[src/rtl/i2c_pkg.sv]
// i2c_pkg: shared types for the I2C bit engine.
//   cmd_e       - bus primitive requested by the byte layer
//   state_e     - bit-engine FSM state; the A..D phases of each primitive use consecutive codes
//   phase_lines - {scl, sda} release pattern driven in a given state (1 = released)
package i2c_pkg;

  localparam int PRER_W_DEF = 16;

  typedef enum logic [2:0] {
    NOP   = 3'd0,
    START = 3'd1,
    STOP  = 3'd2,
    WRITE = 3'd3,
    READ  = 3'd4
  } cmd_e;

  typedef enum logic [4:0] {
    IDLE    = 5'd0,
    START_A = 5'd1,  START_B = 5'd2,  START_C = 5'd3,  START_D = 5'd4,
    STOP_A  = 5'd5,  STOP_B  = 5'd6,  STOP_C  = 5'd7,  STOP_D  = 5'd8,
    WR_A    = 5'd9,  WR_B    = 5'd10, WR_C    = 5'd11, WR_D    = 5'd12,
    RD_A    = 5'd13, RD_B    = 5'd14, RD_C    = 5'd15, RD_D    = 5'd16
  } state_e;

  // IDLE keeps whatever the last primitive left on the bus (e.g. SCL low
  // after START), so a held bus is never released by accident.
  function automatic logic [1:0] phase_lines(state_e st, logic din, logic [1:0] cur);
    case (st)
      START_A:          phase_lines = {cur[1], 1'b1};
      START_B:          phase_lines = 2'b11;
      START_C:          phase_lines = 2'b10;
      START_D:          phase_lines = 2'b00;
      STOP_A:           phase_lines = 2'b00;
      STOP_B, STOP_C:   phase_lines = 2'b10;
      STOP_D:           phase_lines = 2'b11;
      WR_A, WR_D:       phase_lines = {1'b0, din};
      WR_B, WR_C:       phase_lines = {1'b1, din};
      RD_A, RD_D:       phase_lines = 2'b01;
      RD_B, RD_C:       phase_lines = 2'b11;
      default:          phase_lines = cur;
    endcase
  endfunction

  function automatic logic is_phase_d(state_e st);
    return (st == START_D) || (st == STOP_D) || (st == WR_D) || (st == RD_D);
  endfunction

endpackage

[src/rtl/i2c_line_sync.sv]
// i2c_line_sync: multi-flop synchronizer for SCL/SDA plus bus START/STOP detection.
//   clk_i, rst_ni      clock / async active-low reset
//   scl_i, sda_i       raw pad inputs
//   scl_s_o, sda_s_o   synchronized line levels (reset to idle-high)
//   start_o, stop_o    1-cycle: SDA fell / rose while SCL high (synchronized domain)
module i2c_line_sync #(
  parameter int SYNC_STG = 2
) (
  input  logic clk_i,
  input  logic rst_ni,
  input  logic scl_i,
  input  logic sda_i,
  output logic scl_s_o,
  output logic sda_s_o,
  output logic start_o,
  output logic stop_o
);

  logic [SYNC_STG-1:0] scl_sync_q;
  logic [SYNC_STG-1:0] sda_sync_q;
  logic                sda_prev_q;

  always_ff @(posedge clk_i or negedge rst_ni) begin
    if (!rst_ni) begin
      scl_sync_q <= '1;
      sda_sync_q <= '1;
      sda_prev_q <= 1'b1;
    end else begin
      scl_sync_q <= {scl_sync_q[SYNC_STG-2:0], scl_i};
      sda_sync_q <= {sda_sync_q[SYNC_STG-2:0], sda_i};
      sda_prev_q <= sda_sync_q[SYNC_STG-1];
    end
  end

  assign scl_s_o = scl_sync_q[SYNC_STG-1];
  assign sda_s_o = sda_sync_q[SYNC_STG-1];
  assign start_o = scl_s_o &  sda_prev_q & ~sda_s_o;
  assign stop_o  = scl_s_o & ~sda_prev_q &  sda_s_o;

endmodule

[src/rtl/i2c_bit_engine.sv]
// i2c_bit_engine: bit-level I2C master; one START/STOP/WRITE/READ primitive per request.
//   wb_clk_i, arst_i          clock / async active-low reset
//   ena                       core enable; 0 freezes counter and FSM
//   clk_cnt                   prescale reload; each phase lasts clk_cnt+1 cycles
//   cmd, cmd_valid, din       request (held until cmd_ack or al)
//   cmd_ack, dout             completion pulse, READ result
//   busy, al                  bus busy flag, arbitration-lost pulse
//   scl/sda_pad_i/_o/_padoen_o  open-drain pads (pad_o tied 0, padoen 1 = release)
//
// state       | meaning
// IDLE        | waiting for a request, lines hold last levels
// START_A..D  | (scl,sda): (prev,1) (1,1) (1,0) (0,0)
// STOP_A..D   | (0,0) (1,0) (1,0) (1,1)
// WR_A..D     | (0,din) (1,din) (1,din) (0,din)
// RD_A..D     | (0,1) (1,1) (1,1) (0,1); dout sampled leaving RD_B
module i2c_bit_engine
  import i2c_pkg::*;
#(
  parameter int PRER_W   = PRER_W_DEF,
  parameter int SYNC_STG = 2
) (
  input  logic              wb_clk_i,
  input  logic              arst_i,
  input  logic              ena,
  input  logic [PRER_W-1:0] clk_cnt,
  input  logic [2:0]        cmd,
  input  logic              cmd_valid,
  input  logic              din,
  output logic              cmd_ack,
  output logic              dout,
  output logic              busy,
  output logic              al,
  input  logic              scl_pad_i,
  output logic              scl_pad_o,
  output logic              scl_padoen_o,
  input  logic              sda_pad_i,
  output logic              sda_pad_o,
  output logic              sda_padoen_o
);

  logic scl_s, sda_s, start_det, stop_det;

  i2c_line_sync #(.SYNC_STG(SYNC_STG)) u_sync (
    .clk_i   (wb_clk_i),
    .rst_ni  (arst_i),
    .scl_i   (scl_pad_i),
    .sda_i   (sda_pad_i),
    .scl_s_o (scl_s),
    .sda_s_o (sda_s),
    .start_o (start_det),
    .stop_o  (stop_det)
  );

  state_e              state_q, state_d;
  logic [PRER_W-1:0]   cnt_q, cnt_d;
  logic                scl_oen_q, sda_oen_q;
  logic [SYNC_STG-1:0] scl_oen_dly_q;
  logic                cmd_ack_q, cmd_ack_d;
  logic                dout_q, dout_d;
  logic                busy_q, busy_d;
  logic                al_q, al_d;
  logic [1:0]          lines_d;
  logic                stretch, run, in_stop, arb_sda;

  // Only treat low SCL as stretching once our release has had time to pass
  // the synchronizer; otherwise every SCL rise would look like a stretch.
  assign stretch = scl_oen_q & (&scl_oen_dly_q) & ~scl_s;
  assign run     = ena & ~stretch;
  assign in_stop = (state_q == STOP_A) || (state_q == STOP_B) ||
                   (state_q == STOP_C) || (state_q == STOP_D);
  assign arb_sda = sda_oen_q & scl_s & ~sda_s &
                   ((state_q == START_B) || (state_q == START_C) ||
                    (state_q == WR_B)    || (state_q == WR_C));
  assign al_d    = ena & (state_q != IDLE) & (arb_sda | (stop_det & ~in_stop));
  assign busy_d  = start_det ? 1'b1 : (stop_det ? 1'b0 : busy_q);

  always_comb begin
    state_d   = state_q;
    cnt_d     = cnt_q;
    cmd_ack_d = 1'b0;
    dout_d    = dout_q;
    if (state_q == IDLE) begin
      if (ena && cmd_valid) begin
        case (cmd)
          START:   state_d = START_A;
          STOP:    state_d = STOP_A;
          WRITE:   state_d = WR_A;
          READ:    state_d = RD_A;
          default: state_d = IDLE;
        endcase
      end
      if (state_d != IDLE) cnt_d = clk_cnt;
    end else if (al_d) begin
      state_d = IDLE;
      cnt_d   = '0;
    end else if (run) begin
      if (cnt_q == '0) begin
        cnt_d = clk_cnt;
        if (state_q == RD_B) dout_d = sda_s;
        if (is_phase_d(state_q)) begin
          state_d   = IDLE;
          cnt_d     = '0;
          cmd_ack_d = 1'b1;
        end else begin
          state_d = state_e'(state_q + 5'd1);
        end
      end else begin
        cnt_d = cnt_q - PRER_W'(1);
      end
    end
    lines_d = al_d ? 2'b11 : phase_lines(state_d, din, {scl_oen_q, sda_oen_q});
  end

  always_ff @(posedge wb_clk_i or negedge arst_i) begin
    if (!arst_i) begin
      state_q       <= IDLE;
      cnt_q         <= '0;
      scl_oen_q     <= 1'b1;
      sda_oen_q     <= 1'b1;
      scl_oen_dly_q <= '1;
      cmd_ack_q     <= 1'b0;
      dout_q        <= 1'b0;
      busy_q        <= 1'b0;
      al_q          <= 1'b0;
    end else begin
      state_q       <= state_d;
      cnt_q         <= cnt_d;
      scl_oen_q     <= lines_d[1];
      sda_oen_q     <= lines_d[0];
      scl_oen_dly_q <= {scl_oen_dly_q[SYNC_STG-2:0], scl_oen_q};
      cmd_ack_q     <= cmd_ack_d;
      dout_q        <= dout_d;
      busy_q        <= busy_d;
      al_q          <= al_d;
    end
  end

  assign cmd_ack      = cmd_ack_q;
  assign dout         = dout_q;
  assign busy         = busy_q;
  assign al           = al_q;
  assign scl_pad_o    = 1'b0;
  assign sda_pad_o    = 1'b0;
  assign scl_padoen_o = scl_oen_q;
  assign sda_padoen_o = sda_oen_q;

endmodule

[config.mk]
export PLATFORM = sky130hd
export DESIGN_NAME = i2c_bit_engine
export DESIGN_NICKNAME = d
export VERILOG_FILES = /design/src/rtl/i2c_pkg.sv /design/src/rtl/i2c_line_sync.sv /design/src/rtl/i2c_bit_engine.sv
export SDC_FILE = /design/constraint.sdc
export NUM_CORES = 1
export LEC_CHECK = 0
export CAP_MARGIN = 20
export CORE_ASPECT_RATIO = 0.5
export CORE_MARGIN = 5
export CORE_UTILIZATION = 58
export CTS_BUF_LIST = sky130_fd_sc_hd__clkbuf_4 sky130_fd_sc_hd__clkbuf_8 sky130_fd_sc_hd__clkbuf_16
export CTS_CLUSTER_SIZE = 24
export DETAILED_ROUTE_END_ITERATION = 7
export PLACE_DENSITY = 0.91
export SLEW_MARGIN = 20
export SYNTH_ARGS = -nofsm -noshare
export SYNTH_HDL_FRONTEND = slang
export SYNTH_SLANG_ARGS = --single-unit
[constraint.sdc]
create_clock -name wb_clk_i -period 7.02 [get_ports wb_clk_i]
set_clock_uncertainty 0.15 [all_clocks]
set_input_delay 0.702 -clock wb_clk_i [delete_from_list [all_inputs] [get_ports wb_clk_i]]
set_output_delay 0.702 -clock wb_clk_i [all_outputs]
set_load 0.03 [all_outputs]
==> summary.txt, run 1 <==
Clocking
  • Clock sinks: 34
  • Clock Latency Late Sink: 0.29 ns
  • CTS root buf: clkbuf_8
  • Buffer count from post-CTS setup fixing: 0
  • CTS clk-pin slew, worst paths: 0.08 ns
  • TritonCTS buffer count: 5
  • Clk buf depth: 2
  • CTS tree: built
  • Post-CTS Hold Fix Bufs: 0
  • Post-CTS Resized: 0
  • H-Tree Depth: 2

GRT
  • Overflow after GRT: 0
  • Vias in the first global route: 2,054
  • Gr usage total: 0.230
  • First-pass GRT wire length: 9780 um
  • Initial antenna violation count: 0
  • Largest net degree at the start of global routing: 35

Power
  • Int Pwr: 544 uW
  • Sw frac: 0.413
  • Leak Pwr: 0.00109 uW
  • Pwr Density: 339 nW/um2
  • Clock power frac: 0.238
  • Power share of the sequential group: 0.375
  • NetSw: 382 uW
  • Combinational share of power: 0.387
  • VDD IR max: 0.199 mV
  • Total Power: 925 uW

Route
  • WL/cell: 17.0 um
  • Pre-antenna DRT Iters: 5
  • Via Count: 2,152
  • Vias per std cell: 6.27
  • Total wire length: 5830 um
  • First DRT Iteration DRCs: 143
  • Residual DRC: 0
  • Post-DRT Antenna Nets: 0

Yosys
  • Syn Inst Count: 260
  • Yosys Warn Count: 0
  • Post-synth EDFFs: 0
  • Number of synthesized register bits: 34
  • Synthesized area: 2250 um2
  • Area share of the largest cell type after synthesis: 0.278
  • Synth unique cells: 59
  • Largest cells by area after synthesis: dfrtp_1, dfstp_2, o21ai_0
  • Fraction of registers with async set/reset: 1.00
  • Post-synthesis sequential area ratio: 0.383
  • Syn Area/Cell: 8.67 um2
  • Largest area contributor in the synthesized netlist: dfrtp_1
  • Synth Flop Type: dfrtp_1

Placement
  • Port Buffers: 31
  • Placer congestion estimate: 0.983
  • Detail Placement HPWL: 4060 um
  • Post-place setup slack: 3.59 ns
  • Placed inst area: 2590 um2

Timing
  • Headroom to the max-slew limit: 0.333
  • Final setup vio count: 0
  • Highest Clock Rate: 289 MHz
  • Unrepaired setup endpoints after global routing: no
  • Final Hold Fails: 0
  • Period utilization: 0.493
  • Final Critical Period: 3.46 ns
  • Setup TNS: 0 ns
  • Pins Over Slew Limit: 0
  • Worst-margin pin slew: 0.997 ns
  • Setup WS post-layout: 3.56 ns

Worst hold path
  • Beginning of the worst hold path: u_sync.scl_sync_q[0]
  • Cell count of the worst hold path: 0
  • Worst Hold Endpoint: u_sync.scl_sync_q[1]
  • HP Class: flip-flop to flip-flop

Cells and area
  • Layout cell share with drive strength beyond 1: 0.107
  • Area Overhead vs Synth: 21.2%
  • Cell area after layout: 2730 um2
  • Final #Nets: 320
  • Fillers: 278
  • Most frequent cells in the layout: o21ai_0, clkdlybuf4s50_1, dfrtp_1
  • Commonest non-fill, non-tap cell in the layout: o21ai_0
  • Final core occ: 0.714
  • ANT cells: 0

Critical path
  • Critical-path maximum fanout: 7
  • FF-to-FF Start: state_q[0]
  • Worst reg2reg path depth: 11
  • R2R Setup Slk: 3.56 ns
  • Critical R2R Capture: scl_padoen_o
  • WS Path Type: flip-flop to flip-flop
  • Worst endpoint data arrival time: 3.52 ns
  • CP Capture Type: flip-flop
  • Crit start category: flip-flop
  • Critical path required time: 7.08 ns

Die
  • Ports: 34
  • Row cnt: 16
  • Initial Util: 0.589
  • Core box area: 3820 um2
  • Die ar.: 5310 um2
  • Die Ht: 54.1 um
  • Die width: 98.2 um

Run
  • # Max-Cap Violations: 0

Status
  • Status: finished, final reports clean
[area by class of cell]
type	count	area, um2	share of cell area
clock buffer	5	68.8	0.0252
clock inverter	3	68.8	0.0252
sequential	34	862	0.316
inverter	12	45.0	0.0165
multi-input combinational	202	1290	0.473
timing repair buffer	33	325	0.119
tap	54	67.6	0.0247
[worst max-delay path by stage]
stage	from	to	slack [ns]	cells past startpoint
2_1_floorplan	state_q[0]	sda_padoen_o	4.15	11
3_3_place_gp	ena	sda_padoen_o	3.62	8
3_5_place_dp	ena	sda_padoen_o	3.59	8
4_1_cts	state_q[0]	sda_padoen_o	3.67	10
5_1_grt	state_q[0]	cnt_q[9]	3.33	9
6_report	state_q[0]	scl_padoen_o	3.56	11
[critical path, cell delays in order, from the launching register on]
cell and delay [ns]:
dfrtp_1 0.44, inv_1 0.13, ha_1 0.26, or3_1 0.31, a221oi_1 0.53, o22a_1 0.43
a21oi_1 0.09, a221oi_2 0.43, inv_1 0.15, nor3_1 0.24, o22ai_1 0.11, o211ai_1 0.11
[cells by family after synthesis]
family / synth area share
muxes: 0.00944
DFF: 0.383
buffers and inverters: 0.0455
other: 0.00166
adders and majority gates: 0.0333
and+or+nand+nor: 0.246
AOI/OAI and AO/OA: 0.270
xor gates and xnor gates: 0.0117
[synthesized netlist by cell type, types with 6 or more instances]
master and n:
a21oi_1 19, a22oi_1 6, a31oi_1 6, a32oi_1 6, clkbuf_1 9, dfrtp_1 25, dfstp_2 9, ha_1 6
inv_1 11, nand2_1 16, nand3_1 6, nor2_1 24, nor3_1 9, o21ai_0 37
[flip-flops by register name, indices dropped and copies added (netlist names), 2 cells and up]
| register | flops |
|---|---|
| state_q | 5 |
| scl_oen_dly_q | 2 |
| u_sync.scl_sync_q | 2 |
| cnt_q | 16 |
| u_sync.sda_sync_q | 2 |
[power by group through the flow]
| stage | Sequential, uW | Combinational (uW) | Clock [uW] |
|---|---|---|---|
| after floorplan | 337 | 249 | 0 |
| after global placement | 342 | 333 | 0 |
| after detailed placement | 345 | 350 | 0 |
| after CTS | 343 | 351 | 220 |
| after global routing | 357 | 395 | 230 |
| final | 347 | 358 | 220 |
[layer usage]
metal | vias to the layer above | GRT usage | share of wire | wire length [um]
met5 | - | 0 | 0 | 0
li1 | 1031 | - | - | -
met2 | 101 | 0.386 | 0.47 | 2720
met4 | 0 | 0.0658 | 0.0094 | 55
met3 | 6 | 0.0660 | 0.085 | 497
met1 | 1014 | 0.298 | 0.44 | 2560
[metrics by stage]
step,hold slack [ns],instances
2_1_floorplan,0.195,261
3_3_place_gp,0.195,335
3_5_place_dp,0.203,335
4_1_cts,0.213,343
5_1_grt,0.212,343
6_report,0.210,343
(Power assumes the default switching activity.)
==> inputs of run 2 (changes only) <==
--- a/config.mk
+++ b/config.mk
@@ -8,11 +8,11 @@
 export CAP_MARGIN = 20
 export CORE_ASPECT_RATIO = 0.5
 export CORE_MARGIN = 5
-export CORE_UTILIZATION = 58
+export CORE_UTILIZATION = 49
 export CTS_BUF_LIST = sky130_fd_sc_hd__clkbuf_4 sky130_fd_sc_hd__clkbuf_8 sky130_fd_sc_hd__clkbuf_16
 export CTS_CLUSTER_SIZE = 24
 export DETAILED_ROUTE_END_ITERATION = 7
-export PLACE_DENSITY = 0.91
+export PLACE_DENSITY = 0.82
 export SLEW_MARGIN = 20
 export SYNTH_ARGS = -nofsm -noshare
 export SYNTH_HDL_FRONTEND = slang
==> constraint.sdc (replaced) <==
create_clock -name wb_clk_i -period 3 [get_ports wb_clk_i]
set_clock_uncertainty 0.15 [all_clocks]
set_input_delay 0.3 -clock wb_clk_i [delete_from_list [all_inputs] [get_ports wb_clk_i]]
set_output_delay 0.3 -clock wb_clk_i [all_outputs]
set_load 0.03 [all_outputs]
==> run 2 against run 1 <==
Against the previous run:
- clock-buffer cell count up 1
- core utilization down 2.9 points
- maximum frequency up 18%
- worst setup slack worse by 3.5 ns
- cell count up 9.0%
- wire length up 9.8%
- worst hold slack worse by 0.00084 ns
- largest power group unchanged
==> summary.txt, run 2 (same netlist as run 1, synthesis figures left out) <==
Die
  • Die width: 106 um (was 98.2 um)
  • Core box area: 4420 um2 (was 3820 um2)
  • Die ar.: 6140 um2 (was 5310 um2)
  • Die Ht: 58.0 um (was 54.1 um)
  • Ports: 34 (unchanged)
  • Initial Util: 0.509 (was 0.589)
  • Row cnt: 17 (was 16)

GRT
  • Largest net degree at the start of global routing: 35 (unchanged)
  • Overflow after GRT: 0 (unchanged)
  • First-pass GRT wire length: 10,300 um (was 9780 um)
  • Vias in the first global route: 2,165 (was 2,054)
  • Gr usage total: 0.208 (was 0.230)
  • Initial antenna violation count: 0 (unchanged)

Timing
  • Period utilization: 0.975 (was 0.493)
  • Final Critical Period: 2.93 ns (was 3.46 ns)
  • Final Hold Fails: 0 (unchanged)
  • Pins Over Slew Limit: 0 (unchanged)
  • Headroom to the max-slew limit: 0.572 (was 0.333)
  • Final setup vio count: 0 (unchanged)
  • Highest Clock Rate: 342 MHz (was 289 MHz)
  • Worst-margin pin slew: 0.640 ns (was 0.997 ns)

Clocking
  • Clock Latency Late Sink: 0.28 ns (was 0.29 ns)
  • CTS root buf: clkbuf_8 (unchanged)
  • Clock sinks: 34 (unchanged)
  • TritonCTS buffer count: 5 (unchanged)
  • Clk buf depth: 2 (unchanged)
  • CTS tree: built (unchanged)
  • H-Tree Depth: 2 (unchanged)
  • CTS clk-pin slew, worst paths: 0.07 ns (was 0.08 ns)

Power
  • Total Power: 2370 uW (was 925 uW)
  • Pwr Density: 783 nW/um2 (was 339 nW/um2)
  • Leak Pwr: 0.00125 uW (was 0.00109 uW)
  • VDD IR max: 0.487 mV (was 0.199 mV)

Route
  • Post-DRT Antenna Nets: 0 (unchanged)
  • Vias per std cell: 6.17 (was 6.27)
  • WL/cell: 17.1 um (was 17.0 um)
  • First DRT Iteration DRCs: 167 (was 143)
  • Residual DRC: 0 (unchanged)
  • Via Count: 2,308 (was 2,152)
  • Pre-antenna DRT Iters: 7 (was 5)
  • Total wire length: 6400 um (was 5830 um)

Cells and area
  • Most frequent cells in the layout: o21ai_0, clkdlybuf4s50_1, buf_4 (was o21ai_0, clkdlybuf4s50_1, dfrtp_1)
  • Final core occ: 0.685 (was 0.714)
  • ANT cells: 0 (unchanged)
  • Final #Nets: 348 (was 320)
  • Commonest non-fill, non-tap cell in the layout: o21ai_0 (unchanged)
  • Regs by FF count: cnt_q: 16 flops, state_q: 5 flops (unchanged)
  • Area Overhead vs Synth: 34.5% (was 21.2%)
  • Layout cell share with drive strength beyond 1: 0.233 (was 0.107)
  • Max reg flops: 16 (unchanged)
  • Most flops, register: cnt_q (unchanged)
  • Fillers: 348 (was 278)

Placement
  • Detail Placement HPWL: 4330 um (was 4060 um)
  • Port Buffers: 31 (unchanged)
  • Placer congestion estimate: 0.922 (was 0.983)

Critical path
  • Critical-path cell list: ha_1 -> or3_4 -> a221oi_4 -> buf_4 -> o22ai_2 -> buf_4 -> a221oi_2 -> buf_4 -> nor2_1 -> a2111o_1 (was inv_1 -> ha_1 -> or3_1 -> a221oi_1 -> o22a_1 -> a21oi_1 -> a221oi_2 -> inv_1 -> nor3_1 -> o22ai_1 -> o211ai_1)
  • R2R Setup Slk: 0.07 ns (was 3.56 ns)
  • Critical path required time: 3.06 ns (was 7.08 ns)
  • Worst endpoint data arrival time: 2.99 ns (was 3.52 ns)
  • Critical-path maximum fanout: 6 (was 7)
  • Worst reg2reg path depth: 10 (was 11)
  • Max incr delay on CP: 0.45 ns (was 0.53 ns)
  • FF-to-FF Start: state_q[0] (unchanged)
  • CP most frequent cell: buf_4 (was inv_1)
  • WS Path Type: flip-flop to flip-flop (unchanged)
  • Slowest CP cell: dfrtp_2 (was a221oi_1)
  • Critical R2R Capture: sda_padoen_o (was scl_padoen_o)
  • Crit start category: flip-flop (unchanged)
  • CP Capture Type: flip-flop (unchanged)

Run
  • # Max-Cap Violations: 0 (unchanged)

Worst hold path
  • Beginning of the worst hold path: u_sync.sda_sync_q[0] (was u_sync.scl_sync_q[0])
  • Cell count of the worst hold path: 0 (unchanged)
  • Worst Hold Endpoint: u_sync.sda_sync_q[1] (was u_sync.scl_sync_q[1])
  • HP Class: flip-flop to flip-flop (unchanged)

Status
  • Status: finished, final reports clean (unchanged)
## run 2: how the worst max path moves through the flow
stage / start / cells after the start / to / slack, ns
finish: state_q[0] / 10 / sda_padoen_o / 0.07
global placement: state_q[0] / 11 / sda_padoen_o / 0.03
detailed placement: state_q[0] / 11 / sda_padoen_o / -0.03
global route: state_q[0] / 11 / sda_padoen_o / -0.02
CTS: state_q[0] / 11 / sda_padoen_o / 0.04
floorplan: state_q[0] / 11 / sda_padoen_o / 0.13
## run 2: stage by stage
stage | setup slack [ns] | cells | TNS [ns] | instance area, um2 | hold slack (ns)
floorplan | 0.133 | 261 | 0 | 2260 | -0.146
global placement | 0.0343 | 360 | 0 | 2760 | 0.196
detailed placement | -0.0349 | 360 | -0.0349 | 2760 | 0.199
CTS | 0.0445 | 368 | 0 | 2920 | 0.210
global route | -0.0230 | 374 | -0.0230 | 3030 | 0.216
finish | 0.0749 | 374 | 0 | 3030 | 0.209
## run 2: timing repair
| item | in CTS | in global routing |
|---|---|---|
| resized for setup | 3 | 16 |
| gates cloned | 0 | 0 |
| endpoints found under the setup margin | 2 | 2 |
| setup buffers | 0 | 6 |
| hold buffers | 0 | 0 |
| pin swaps | 0 | 7 |
## run 2: per-layer routing
metal	track usage	part of all wire	vias up
met5	0	0	-
li1	-	-	1090
met4	0.0627	0.015	0
met1	0.277	0.44	1101
met3	0.0423	0.069	12
met2	0.346	0.47	105
## run 2: power breakdown
group	switching, uW	leakage, uW	total (uW)	internal (uW)
combinational	572	0.000769	1020	452
sequential	197	0.000407	823	626
clock	172	0.0000714	527	355
total	941	0.00125	2370	1430
## run 2: cell type report
| class | count | area [um2] | share of cell area |
|---|---|---|---|
| inverter | 12 | 45.0 | 0.0149 |
| sequential | 34 | 865 | 0.285 |
| tap | 57 | 71.3 | 0.0235 |
| clock inverter | 2 | 60.1 | 0.0198 |
| multi-input combinational | 202 | 1370 | 0.453 |
| clock buffer | 6 | 82.6 | 0.0273 |
| timing repair buffer | 61 | 536 | 0.177 |
## run 2: critical path, delay by kind of cell, from the launching register on
| kind | cells | cell delay [ns] |
|---|---|---|
| fa+ha+maj | 1 | 0.25 |
| simple gates | 2 | 0.44 |
| flops | 1 | 0.45 |
| buf+inv | 3 | 0.51 |
| compound gates | 4 | 1.05 |
==> inputs of run 3 (changes only) <==
--- a/config.mk
+++ b/config.mk
@@ -9,10 +9,11 @@
 export CORE_ASPECT_RATIO = 0.5
 export CORE_MARGIN = 5
 export CORE_UTILIZATION = 49
-export CTS_BUF_LIST = sky130_fd_sc_hd__clkbuf_4 sky130_fd_sc_hd__clkbuf_8 sky130_fd_sc_hd__clkbuf_16
+export CTS_BUF_LIST = sky130_fd_sc_hd__clkbuf_16
 export CTS_CLUSTER_SIZE = 24
 export DETAILED_ROUTE_END_ITERATION = 7
 export PLACE_DENSITY = 0.82
+export SETUP_SLACK_MARGIN = 0.5
 export SLEW_MARGIN = 20
 export SYNTH_ARGS = -nofsm -noshare
 export SYNTH_HDL_FRONTEND = slang
==> run 3 against run 2 <==
Against the previous run:
- critical path depth is the same
- critical path type unchanged
- largest power group unchanged
- core utilization grew 9.0 points
- total power grew 21%
- design area grew 13%
- wire length grew 21%
==> summary.txt, run 3 (same netlist as run 1, synthesis figures left out) <==
Clocking
  • Clock Latency Late Sink: 0.28 ns (about the same)
  • CTS tree: built (unchanged)
  • CTS root buf: clkbuf_16 (was clkbuf_8)
  • CTS clk-pin slew, worst paths: 0.06 ns (was 0.07 ns)
  • Clk buf depth: 2 (unchanged)
  • H-Tree Depth: 2 (unchanged)
  • Clock sinks: 34 (unchanged)
  • TritonCTS buffer count: 5 (unchanged)

Worst hold path
  • HP Class: flip-flop to flip-flop (unchanged)
  • Worst Hold Endpoint: u_sync.sda_sync_q[1] (unchanged)
  • Beginning of the worst hold path: u_sync.sda_sync_q[0] (unchanged)
  • Cell count of the worst hold path: 0 (unchanged)

Cells and area
  • Sequential Area: 866 um2 (was 865 um2)
  • Cell area after layout: 3430 um2 (was 3030 um2)
  • Most flops, register: cnt_q (unchanged)
  • Fillers: 252 (was 348)
  • Most frequent cells in the layout: clkdlybuf4s50_1, buf_4, dfrtp_1 (was o21ai_0, clkdlybuf4s50_1, buf_4)
  • Final #Nets: 360 (was 348)
  • Regs by FF count: cnt_q: 16 flops, state_q: 5 flops (unchanged)
  • Layout cell share with drive strength beyond 1: 0.365 (was 0.233)
  • Area Overhead vs Synth: 52.2% (was 34.5%)
  • ANT cells: 0 (unchanged)
  • Max reg flops: 16 (unchanged)
  • Non-Filler Instances: 386 (was 374)
  • Multi-input gate area: 1590 um2 (was 1370 um2)

Die
  • Die Ht: 58.0 um (unchanged)
  • Row cnt: 17 (unchanged)
  • Ports: 34 (unchanged)
  • Die width: 106 um (unchanged)
  • Core box area: 4420 um2 (unchanged)
  • Die ar.: 6140 um2 (unchanged)
  • Initial Util: 0.509 (unchanged)

Critical path
  • R2R Setup Slk: 0.03 ns (was 0.07 ns)
  • Max incr delay on CP: 0.47 ns (was 0.45 ns)
  • Critical-path maximum fanout: 6 (unchanged)
  • Slowest CP cell: nor4_1 (was dfrtp_2)
  • CP most frequent cell: buf_4 (unchanged)
  • Critical path required time: 3.06 ns (about the same)
  • CP Capture Type: flip-flop (unchanged)
  • Worst endpoint data arrival time: 3.03 ns (was 2.99 ns)
  • WS Path Type: flip-flop to flip-flop (unchanged)
  • FF-to-FF Start: cnt_q[8] (was state_q[0])
  • Worst reg2reg path depth: 10 (unchanged)
  • Crit start category: flip-flop (unchanged)
  • Critical R2R Capture: sda_padoen_o (unchanged)
  • Critical-path cell list: buf_4 -> nor4_1 -> nand4_1 -> o31ai_1 -> buf_4 -> a2bb2oi_4 -> nor4_4 -> a21o_1 -> a221oi_2 -> a2111o_1 (was ha_1 -> or3_4 -> a221oi_4 -> buf_4 -> o22ai_2 -> buf_4 -> a221oi_2 -> buf_4 -> nor2_1 -> a2111o_1)

Placement
  • Dpl cells: 354 (was 360)
  • Placer congestion estimate: 1.04 (was 0.922)
  • Detail Placement HPWL: 4450 um (was 4330 um)
  • Port Buffers: 31 (unchanged)
  • Placed inst area: 2790 um2 (was 2760 um2)

Route
  • WL/cell: 20.1 um (was 17.1 um)
  • Pre-antenna DRT Iters: 5 (was 7)
  • Residual DRC: 0 (unchanged)
  • Via Count: 2,497 (was 2,308)
  • First DRT Iteration DRCs: 126 (was 167)
  • Total wire length: 7760 um (was 6400 um)
  • Post-DRT Antenna Nets: 0 (unchanged)
  • Vias per std cell: 6.47 (was 6.17)

Timing
  • Final setup vio count: 0 (unchanged)
  • Highest Clock Rate: 337 MHz (was 342 MHz)
  • Unrepaired setup endpoints after global routing: yes
  • Headroom to the max-slew limit: 0.473 (was 0.572)
  • Final Hold Fails: 0 (unchanged)
  • Pins Over Slew Limit: 0 (unchanged)
  • Period utilization: 0.989 (was 0.975)
  • Worst-margin pin slew: 0.783 ns (was 0.640 ns)
  • Final Critical Period: 2.97 ns (was 2.93 ns)

Power
  • Pwr Density: 835 nW/um2 (was 783 nW/um2)
  • Leak Pwr: 0.00135 uW (was 0.00125 uW)
  • VDD IR max: 0.484 mV (was 0.487 mV)

Status
  • Status: finished, final reports clean (unchanged)

GRT
  • Largest net degree at the start of global routing: 35 (unchanged)
  • Initial antenna violation count: 0 (unchanged)
  • Overflow after GRT: 0 (unchanged)
  • First-pass GRT wire length: 11,500 um (was 10,300 um)
  • Vias in the first global route: 2,397 (was 2,165)
  • Gr usage total: 0.235 (was 0.208)

Run
  • # Max-Cap Violations: 0 (unchanged)
-- run 3: worst max-delay path, delay by kind of cell (launching register included) --
family | cells | cell delay, ns
flip-flops | 1 | 0.41
AND/OR/NAND/NOR | 3 | 1.02
buffers and inverters | 2 | 0.36
AO/OA/AOI/OAI | 5 | 0.94
-- run 3: area by class of cell --
class	count	area share
clock buffer	5	0.0365
clock inverter	3	0.0131
inverter	12	0.0153
multi-input combinational	202	0.464
sequential	34	0.252
tap	57	0.0208
timing repair buffer	73	0.198
-- run 3: timing repair --
item / 4_1_cts / 5_1_grt
cloned: 3 / 0
gates resized for setup: 51 / 47
pin swaps: 8 / 19
hold buffers: 0 / 0
endpoints found under the setup margin: 20 / 20
hold endpoints to repair: 0 / 0
buffers inserted: 12 / 9
-- run 3: worst max-delay path by stage --
stage,endpoint,cells after the start,start
after floorplan,sda_padoen_o,10,state_q[0]
after global placement,sda_padoen_o,10,state_q[0]
after detailed placement,sda_padoen_o,10,state_q[0]
after CTS,sda_padoen_o,11,state_q[0]
after global routing,sda_padoen_o,11,state_q[0]
final,sda_padoen_o,10,cnt_q[8]
-- run 3: power breakdown --
part	switching, uW	leakage [uW]	internal, uW
Clock	207	0.0000760	391
Sequential	221	0.000406	628
Combinational	754	0.000864	660
-- run 3: metrics by stage --
step	total power [uW]	setup WS [ns]	setup TNS, ns	hold WS, ns	util
2_1_floorplan	1410	0.267	0	-0.146	-
3_3_place_gp	1710	0.0472	0	0.196	0.630
3_5_place_dp	1750	-0.0615	-0.110	0.199	0.630
4_1_cts	2620	0.167	0	0.208	0.722
5_1_grt	3010	-0.0336	-0.0336	0.216	0.775
6_report	2860	0.0342	0	0.209	0.775
-- run 3: layer usage --
layer  vias to the layer above  part of all wire  GRT usage
met1                      1206              0.42      0.304
met2                       142              0.48      0.396
met5                         -                 0          0
met3                        31             0.082     0.0590
li1                       1118                 -          -
met4                         0             0.027     0.0738
